### src/rtl/noc_ni_tx_if.sv
// noc_ni_tx_if: core-side request/payload handshakes and the router
// local-port flit/credit link of the NoC network-interface transmitter.
interface noc_ni_tx_if;
    logic        req_valid;
    logic        req_ready;
    logic [3:0]  req_dest;
    logic [7:0]  req_len;
    logic        data_valid;
    logic        data_ready;
    logic [27:0] data_in;
    logic [31:0] flit_out;
    logic        flit_write;
    logic        credit_in;

    modport master (
        output req_valid, req_dest, req_len,
        output data_valid, data_in, credit_in,
        input  req_ready, data_ready, flit_out, flit_write
    );

    modport slave (
        input  req_valid, req_dest, req_len,
        input  data_valid, data_in, credit_in,
        output req_ready, data_ready, flit_out, flit_write
    );
endinterface

### src/rtl/noc_ni_tx.sv
// noc_ni_tx: packs requests + payload words into flits for the router local
// port under credit flow control. NI_TX_SEQNUM_EN adds a header sequence number.
module noc_ni_tx #(
    parameter logic [3:0] LOCAL_ID = 4'd0,
    parameter int unsigned CREDITS = 4,
    parameter logic [7:0] MAX_LEN  = 8'd64
) (
    input  logic       clk,
    input  logic       rst,
    noc_ni_tx_if.slave ni,
    output logic       busy,
    output logic       pkt_done,
    output logic       credit_err
);
    localparam logic [3:0] CMAX = 4'(CREDITS);

    typedef enum logic [1:0] {
        IDLE = 2'd0,
        HEAD = 2'd1,
        BODY = 2'd2
    } state_t;

    state_t      state, state_nxt;
    logic [3:0]  dest_q, credits;
    logic [7:0]  len_q, rem_q, seq, len_in;
    logic        rdy_q, data_rdy, req_acc, data_acc, has_cred;
    logic        issue, last, write_q, done_q;
    logic [31:0] flit_d, flit_q;

    assign has_cred = (credits != 4'd0);
    assign len_in   = (ni.req_len > MAX_LEN) ? MAX_LEN : ni.req_len;
    assign req_acc  = (state == IDLE) && rdy_q && ni.req_valid;
    assign data_rdy = (state == BODY) && has_cred;
    assign data_acc = ni.data_valid && data_rdy;

    assign ni.req_ready  = rdy_q;
    assign ni.data_ready = data_rdy;
    assign ni.flit_out   = flit_q;
    assign ni.flit_write = write_q;
    assign pkt_done      = done_q;
    assign busy          = (state != IDLE);

`ifdef NI_TX_SEQNUM_EN
    // Packet sequence number, advanced with each packet's last flit
    always_ff @(posedge clk or negedge rst) begin
        if (!rst) seq <= 8'h00;
        else if (last) seq <= seq + 8'd1;
    end
`else
    assign seq = 8'h00;
`endif

    // Next state and flit to issue; header goes out on the accept edge
    // when a credit is available, otherwise HEAD waits for one
    always_comb begin
        state_nxt = state;
        issue     = 1'b0;
        last      = 1'b0;
        flit_d    = flit_q;
        unique case (state)
            IDLE: begin
                if (req_acc) begin
                    if (has_cred) begin
                        issue     = 1'b1;
                        flit_d    = {8'h00, seq, len_in, LOCAL_ID, ni.req_dest};
                        last      = (len_in == 8'd0);
                        state_nxt = last ? IDLE : BODY;
                    end else begin
                        state_nxt = HEAD;
                    end
                end
            end
            HEAD: begin
                if (has_cred) begin
                    issue     = 1'b1;
                    flit_d    = {8'h00, seq, len_q, LOCAL_ID, dest_q};
                    last      = (len_q == 8'd0);
                    state_nxt = last ? IDLE : BODY;
                end
            end
            BODY: begin
                if (data_acc) begin
                    issue     = 1'b1;
                    flit_d    = {ni.data_in, dest_q};
                    last      = (rem_q == 8'd1);
                    state_nxt = last ? IDLE : BODY;
                end
            end
            default: state_nxt = IDLE;
        endcase
    end

    // State, packet context and registered flit outputs; req_ready is
    // registered so there is always one idle cycle between packets
    always_ff @(posedge clk or negedge rst) begin
        if (!rst) begin
            state   <= IDLE;
            rdy_q   <= 1'b0;
            dest_q  <= 4'd0;
            len_q   <= 8'd0;
            rem_q   <= 8'd0;
            flit_q  <= 32'd0;
            write_q <= 1'b0;
            done_q  <= 1'b0;
        end else begin
            state   <= state_nxt;
            rdy_q   <= (state == IDLE) && !req_acc;
            write_q <= issue;
            done_q  <= last;
            if (issue) flit_q <= flit_d;
            if (req_acc) begin
                dest_q <= ni.req_dest;
                len_q  <= len_in;
                rem_q  <= len_in;
            end else if (data_acc) begin
                rem_q <= rem_q - 8'd1;
            end
        end
    end

    // Credit counter: flit issue spends one, credit_in returns one;
    // a return at full count is flagged and dropped
    always_ff @(posedge clk or negedge rst) begin
        if (!rst) begin
            credits    <= CMAX;
            credit_err <= 1'b0;
        end else if (issue && !ni.credit_in) begin
            credits <= credits - 4'd1;
        end else if (!issue && ni.credit_in) begin
            if (credits == CMAX) credit_err <= 1'b1;
            else credits <= credits + 4'd1;
        end
    end
endmodule

### src/flat_wrapper.sv
// flat-port wrapper written by rule: the top's interface ports become plain ports
module noc_ni_tx_flat 
#(
    parameter logic [3:0] LOCAL_ID = 4'd0,
    parameter int unsigned CREDITS = 4,
    parameter logic [7:0] MAX_LEN  = 8'd64
)
  (clk, rst, busy, pkt_done, credit_err, ni_req_valid, ni_req_dest, ni_req_len, ni_data_valid, ni_data_in, ni_credit_in, ni_req_ready, ni_data_ready, ni_flit_out, ni_flit_write);
  noc_ni_tx_if ni_i ();
  input  logic clk;
  input  logic rst;
  output logic busy;
  output logic pkt_done;
  output logic credit_err;
  input wire logic [$bits(ni_i.req_valid)-1:0] ni_req_valid;
  input wire logic [$bits(ni_i.req_dest)-1:0] ni_req_dest;
  input wire logic [$bits(ni_i.req_len)-1:0] ni_req_len;
  input wire logic [$bits(ni_i.data_valid)-1:0] ni_data_valid;
  input wire logic [$bits(ni_i.data_in)-1:0] ni_data_in;
  input wire logic [$bits(ni_i.credit_in)-1:0] ni_credit_in;
  output wire logic [$bits(ni_i.req_ready)-1:0] ni_req_ready;
  output wire logic [$bits(ni_i.data_ready)-1:0] ni_data_ready;
  output wire logic [$bits(ni_i.flit_out)-1:0] ni_flit_out;
  output wire logic [$bits(ni_i.flit_write)-1:0] ni_flit_write;
  assign ni_i.req_valid = ni_req_valid;
  assign ni_i.req_dest = ni_req_dest;
  assign ni_i.req_len = ni_req_len;
  assign ni_i.data_valid = ni_data_valid;
  assign ni_i.data_in = ni_data_in;
  assign ni_i.credit_in = ni_credit_in;
  assign ni_req_ready = ni_i.req_ready;
  assign ni_data_ready = ni_i.data_ready;
  assign ni_flit_out = ni_i.flit_out;
  assign ni_flit_write = ni_i.flit_write;
  noc_ni_tx #(.LOCAL_ID(LOCAL_ID), .CREDITS(CREDITS), .MAX_LEN(MAX_LEN)) u_core (.clk(clk), .rst(rst), .ni(ni_i), .busy(busy), .pkt_done(pkt_done), .credit_err(credit_err));
endmodule
### config.mk
export PLATFORM = sky130hd
export DESIGN_NAME = noc_ni_tx_flat
export DESIGN_NICKNAME = d
export VERILOG_FILES = /design/src/rtl/noc_ni_tx_if.sv /design/src/rtl/noc_ni_tx.sv /design/src/flat_wrapper.sv
export SDC_FILE = /design/constraint.sdc
export NUM_CORES = 1
export LEC_CHECK = 0
export CORE_MARGIN = 1.5
export CORE_UTILIZATION = 43
export CTS_BUF_LIST = sky130_fd_sc_hd__clkbuf_16
export CTS_CLUSTER_DIAMETER = 200
export DETAILED_ROUTE_END_ITERATION = 10
export GPL_TIMING_DRIVEN = 0
export PLACE_DENSITY = 0.82
export SLEW_MARGIN = 20
export SYNTH_ARGS = -nofsm -noshare
export SYNTH_HDL_FRONTEND = slang
export SYNTH_SLANG_ARGS = --single-unit
### constraint.sdc
create_clock -name clk -period 4.1 [get_ports clk]
set_input_delay 1.025 -clock clk [delete_from_list [all_inputs] [get_ports clk]]
set_output_delay 1.025 -clock clk [all_outputs]
set_load 0.01 [all_outputs]
== Word level (Yosys, flattened, before mapping) ==
Cells that the tools add are included.
Storage, ports and cells
  register bits after elaboration: 62
  input port bits: 45
  output and inout port bits: 38
  logic and storage cells: 74
Cells by class
  add/subtract/negate cells: 3
  magnitude comparators: 1
  equal/unequal tests: 9
  multiplexer cells: 28
  bitwise operators: 1
  reductions and logical operators: 22
Operator list (count)
  two-way mux 32 bit: 4
  one-hot mux 32 bit (3 select lines): 1
  two-way mux 8 bit: 3
  zero test 8 bit: 2
  two-way mux 2 bit: 7
  two-way mux 4 bit: 3
  != test 2 x 1 -> 1 bit (second input constant): 5
  equality test 8 x 1 -> 1 bit (second input constant): 1
  > comparator 8 x 7 -> 1 bit (second input constant): 1
  subtractor 8 x 1 -> 8 bit (second input constant): 1
  logical AND 1 bit: 7
  two-way mux 1 bit: 7
  one-hot mux 1 bit (3 select lines): 2
  one-hot mux 2 bit (3 select lines): 1
  AND reduction 3 bit: 2
  AND reduction 6 bit: 1
  nonzero test 2 bit: 3
  adder 4 x 1 -> 4 bit (second input constant): 1
  equality test 4 x 3 -> 1 bit (second input constant): 1
  nonzero test 4 bit: 1
  subtractor 4 x 1 -> 4 bit (second input constant): 1
  zero test 1 bit: 3
  nonzero test 3 bit: 1
  equality test 2 x 1 -> 1 bit (second input constant): 1
  4 further kinds: 4

== Depth between registers and ports, before layout ==
  word-level depth: 9
  depth in mapped cells: 10

== Worst setup path after synthesis ==
Ideal clock, no wire load.
  path type: in2reg
  from: in ni_req_valid
  to: reg u_core.credits[3]
  setup time: 0.125 ns
  arrival time: 2.776 ns
  required time: 3.975 ns
  slack: 1.199 ns
  stages on the path: 8
  buffers on the path: 0
  cell sequence: nand3_1 > a211oi_2 > ha_1 > ha_1 > a21o_1 > a21oi_1 > mux2i_1 > mux2_2
On the way
  longest elaborated chain between the ends: 7
  elaborated cells between the ends (all ways): 10
Ends and longest elaborated chain
  start: declaration: line flat_wrapper.sv:15  | input wire logic [$bits(ni_i.req_valid)-1:0] ni_req_valid;
  logical AND 1 bit *: line noc_ni_tx.sv:32  | assign req_acc = (state == IDLE) && rdy_q && ni.req_valid;
  two-way mux 1 bit *: line noc_ni_tx.sv:62  | if (req_acc) begin
  one-hot mux 1 bit (3 select lines) *: line noc_ni_tx.sv:60  | unique case (state)
  named net u_core.issue: line noc_ni_tx.sv:27  | logic issue, last, write_q, done_q;
  zero test 1 bit: line noc_ni_tx.sv:129  | end else if (!issue && ni.credit_in) begin
  logical AND 1 bit: line noc_ni_tx.sv:129
  nonzero test 2 bit (no line)
  AND reduction 2 bit (no line)
  end signal: assignment: line noc_ni_tx.sv:128  | credits <= credits - 4'd1;
  end signal: assignment: line noc_ni_tx.sv:131  | else credits <= credits + 4'd1;
  end: declaration: line noc_ni_tx.sv:24  | logic [3:0] dest_q, credits;
Mark *: on every way through the listed nets, which the timed path passes. The rest lies on a longest branch.
A chain may end at the register's enable or synchronous reset.

== Worst setup path after layout ==
Same ends and word-level chain as after synthesis.

==> metrics <==
status=finished clean; Netlist cell types=42; postcts setup bufs=0; Yosys warning count=0; Max rail drop VDD=0.370 mV; register bit total from synthesis=62; num rows=31; vias=2674; residual DRC count=0; Placement Cell Area=4120 sq um; PostCTS Resize Cnt=0; post-synthesis instance total=313; Mapped Area=3160 sq um; fmax=0.292 GHz; Final setup viols=0; All-Layer GR Usage=0.205; Layout Skew=0.00649 ns; Core Util, Final=0.610; RSZ-0062 raised after global routing=false; cts hold-fix bufs=0; Synth Flop Type=dfrtp_1; die area=7870 sq um; Critical Path RT=4.30 ns; WL final=7.59 mm; drt initial violations=138; sequential cell area fraction in the yosys report=0.491; Worst-Skew Late Latency=0.33 ns; top routing layer in use=met4; grt ovf=0; Synth Net Count=369; H-tree lvl count=3; DRT antenna net count=0; fillcell total=594; WP data arrival=3.63 ns; crit-path max FO=4; Leakage=0.00213 uW; Setup Crit Path Kind=in -> reg; root buffer cell=clkbuf_16; design area=4380 sq um; port bufs=82; syn avg cell area=10.1 sq um; number of flops mapped to enable cells by yosys=0; initial antenna violation count=0; Longest Clk Path Bufs=2; P&R area growth vs syn=38.6%; cell taking the most area after synthesis=dfrtp_1; top post-synthesis cells by area=dfrtp_1 48%, mux2i_1 7.0%, nand2_1 5.1%; post-DP HPWL=5.61 mm; CTS sink cnt=62; clk slew on worst S/H paths=0.05 ns; Final period util=0.836; minimum clock period=3.43 ns; hold crit path type=reg -> reg; Setup crit start kind=primary input; Inserted Clock Buffers=9; Max Cap Violations=0; first-pass GRT wire length=12.3 mm; CP Capture Type=flop; Post-Route M1 WL=3.10 mm; met2 wire length=3.82 mm; die height=88.7 um; Core Area=7180 sq um; Synth top area share=0.483; # diodes=0; drt first pass iters=4; DR WL/cell=14.9 um; placed cells=495; GP Congestion=0.844; Least-Margin Pin Slew=0.921 ns; Worst slew margin=0.382; die span in x=88.7 um; proportion of layout cells with a drive suffix above 1=0.0730; largest net degree at the start of global routing=39; fin cells=510; Synth async-reset ratio=1.00; PwrDens=723 nW/um^2; number of global-route vias before repair=2718; TNS Setup=0 ns; TritonCTS clock tree=yes; final-report max-slew violation count=0; I/O pins=83; Vias per Instance=5.24; final hold violation count=0; routed wire length on met3=515 um; Layout Nets=463; Initial Util=0.440
-- layout by cell type (no fill, tap or decap), types with 11 or more instances in the layout --
cell	synthesis	routed
clkdlybuf4s50_1	0	81
dfrtp_1	61	61
o21ai_0	15	15
inv_1	36	37
mux2i_1	22	22
clkbuf_1	12	12
nand2_1	43	43
a21oi_1	14	14
nor2_1	11	11
-- state kept, by name, indices dropped and copies added, names as in the netlist --
| register | cells |
|---|---|
| u_core.ni.req_ready | 1 |
| u_core.state | 2 |
| u_core.credits | 4 |
| u_core.dest_q | 4 |
| u_core.pkt_done | 1 |
| u_core.ni.flit_write | 1 |
| u_core.credit_err | 1 |
| u_core.rem_q | 8 |
| u_core.len_q | 8 |
| u_core.ni.flit_out | 32 |
-- layout make-up --
class                           instances  area [sq um]  area share
Clock inverter                          6          31.3     0.00714
Timing Repair Buffer                   83           838       0.191
Sequential cell                        62          1550       0.355
Buffer                                 15          62.6      0.0143
Multi-Input combinational cell        200          1410       0.322
Inverter                               36           135      0.0309
Tap cell                               99           124      0.0283
Clock buffer                            9           225      0.0514
-- cell families after synthesis --
group	Yosys count	synth area share
fa+ha+maj	11	0.0459
buf+inv	51	0.0625
flops	62	0.491
simple gates	87	0.132
xor+xnor	7	0.0194
compound gates	57	0.122
mux	38	0.127
-- final timing paths --
path / from / to / slack [ns] / depth (start not counted)
max in group asynchronous: rst / u_core.ni.req_ready$_DFF_PN0_ / 2.98 / 2
hold / removal: u_core.credit_err$_DFFE_PN0P_ / u_core.credit_err$_DFFE_PN0P_ / 0.45 / 1
setup reg to reg: u_core.state[0]$_DFFE_PN0P_ / u_core.credits[3]$_DFFE_PN0P_ / 1.13 / 10
setup / recovery: ni_req_valid / u_core.credits[3]$_DFFE_PN0P_ / 0.67 / 9
min in group asynchronous: rst / u_core.ni.flit_out[30]$_DFFE_PN0P_ / 0.61 / 1
hold reg to reg: u_core.credit_err$_DFFE_PN0P_ / u_core.credit_err$_DFFE_PN0P_ / 0.45 / 1
-- Yosys cell counts (5+ instances only) --
cell,count
nor3_1,5
nand3_1,8
mux2_1,10
o21ai_0,15
inv_1,36
nand2_1,43
ha_1,10
nor4_1,5
nor2_1,11
dfrtp_1,61
clkbuf_1,12
mux2i_1,22
mux2_2,6
a21oi_1,14
a22oi_1,5
a22o_1,7
-- per-stage QoR --
| stage | hold WS, ns | power (uW) | setup slack, ns |
|---|---|---|---|
| 2_1_floorplan | 0.450 | 1900 | 1.20 |
| 3_3_place_gp | 0.445 | 2450 | -0.00473 |
| 3_5_place_dp | 0.450 | 2520 | 0.365 |
| 4_1_cts | 0.461 | 3190 | 0.709 |
| 5_1_grt | 0.479 | 3380 | 0.571 |
| 6_report | 0.454 | 3160 | 0.671 |
-- power by group --
group	internal, uW	switching [uW]
clock network	397	255
logic	744	658
registers	905	205
total	2050	1120
-- worst max-delay path: stages --
cell and delay [ns]:
clkdlybuf4s50_1 0.50, nand3_1 0.16, a211oi_2 0.44, ha_1 0.32, ha_1 0.26, a21o_1 0.18
a21oi_1 0.18, mux2i_1 0.22, mux2_2 0.35
-- layer usage --
layer / global-route usage / vias to the layer above
met1: 0.254 / 1309
met4: 0.0994 / 0
met5: 0 / -
li1: - / 1257
met2: 0.340 / 92
met3: 0.0448 / 16
Note: power is estimated with default switching activity, not from simulation.
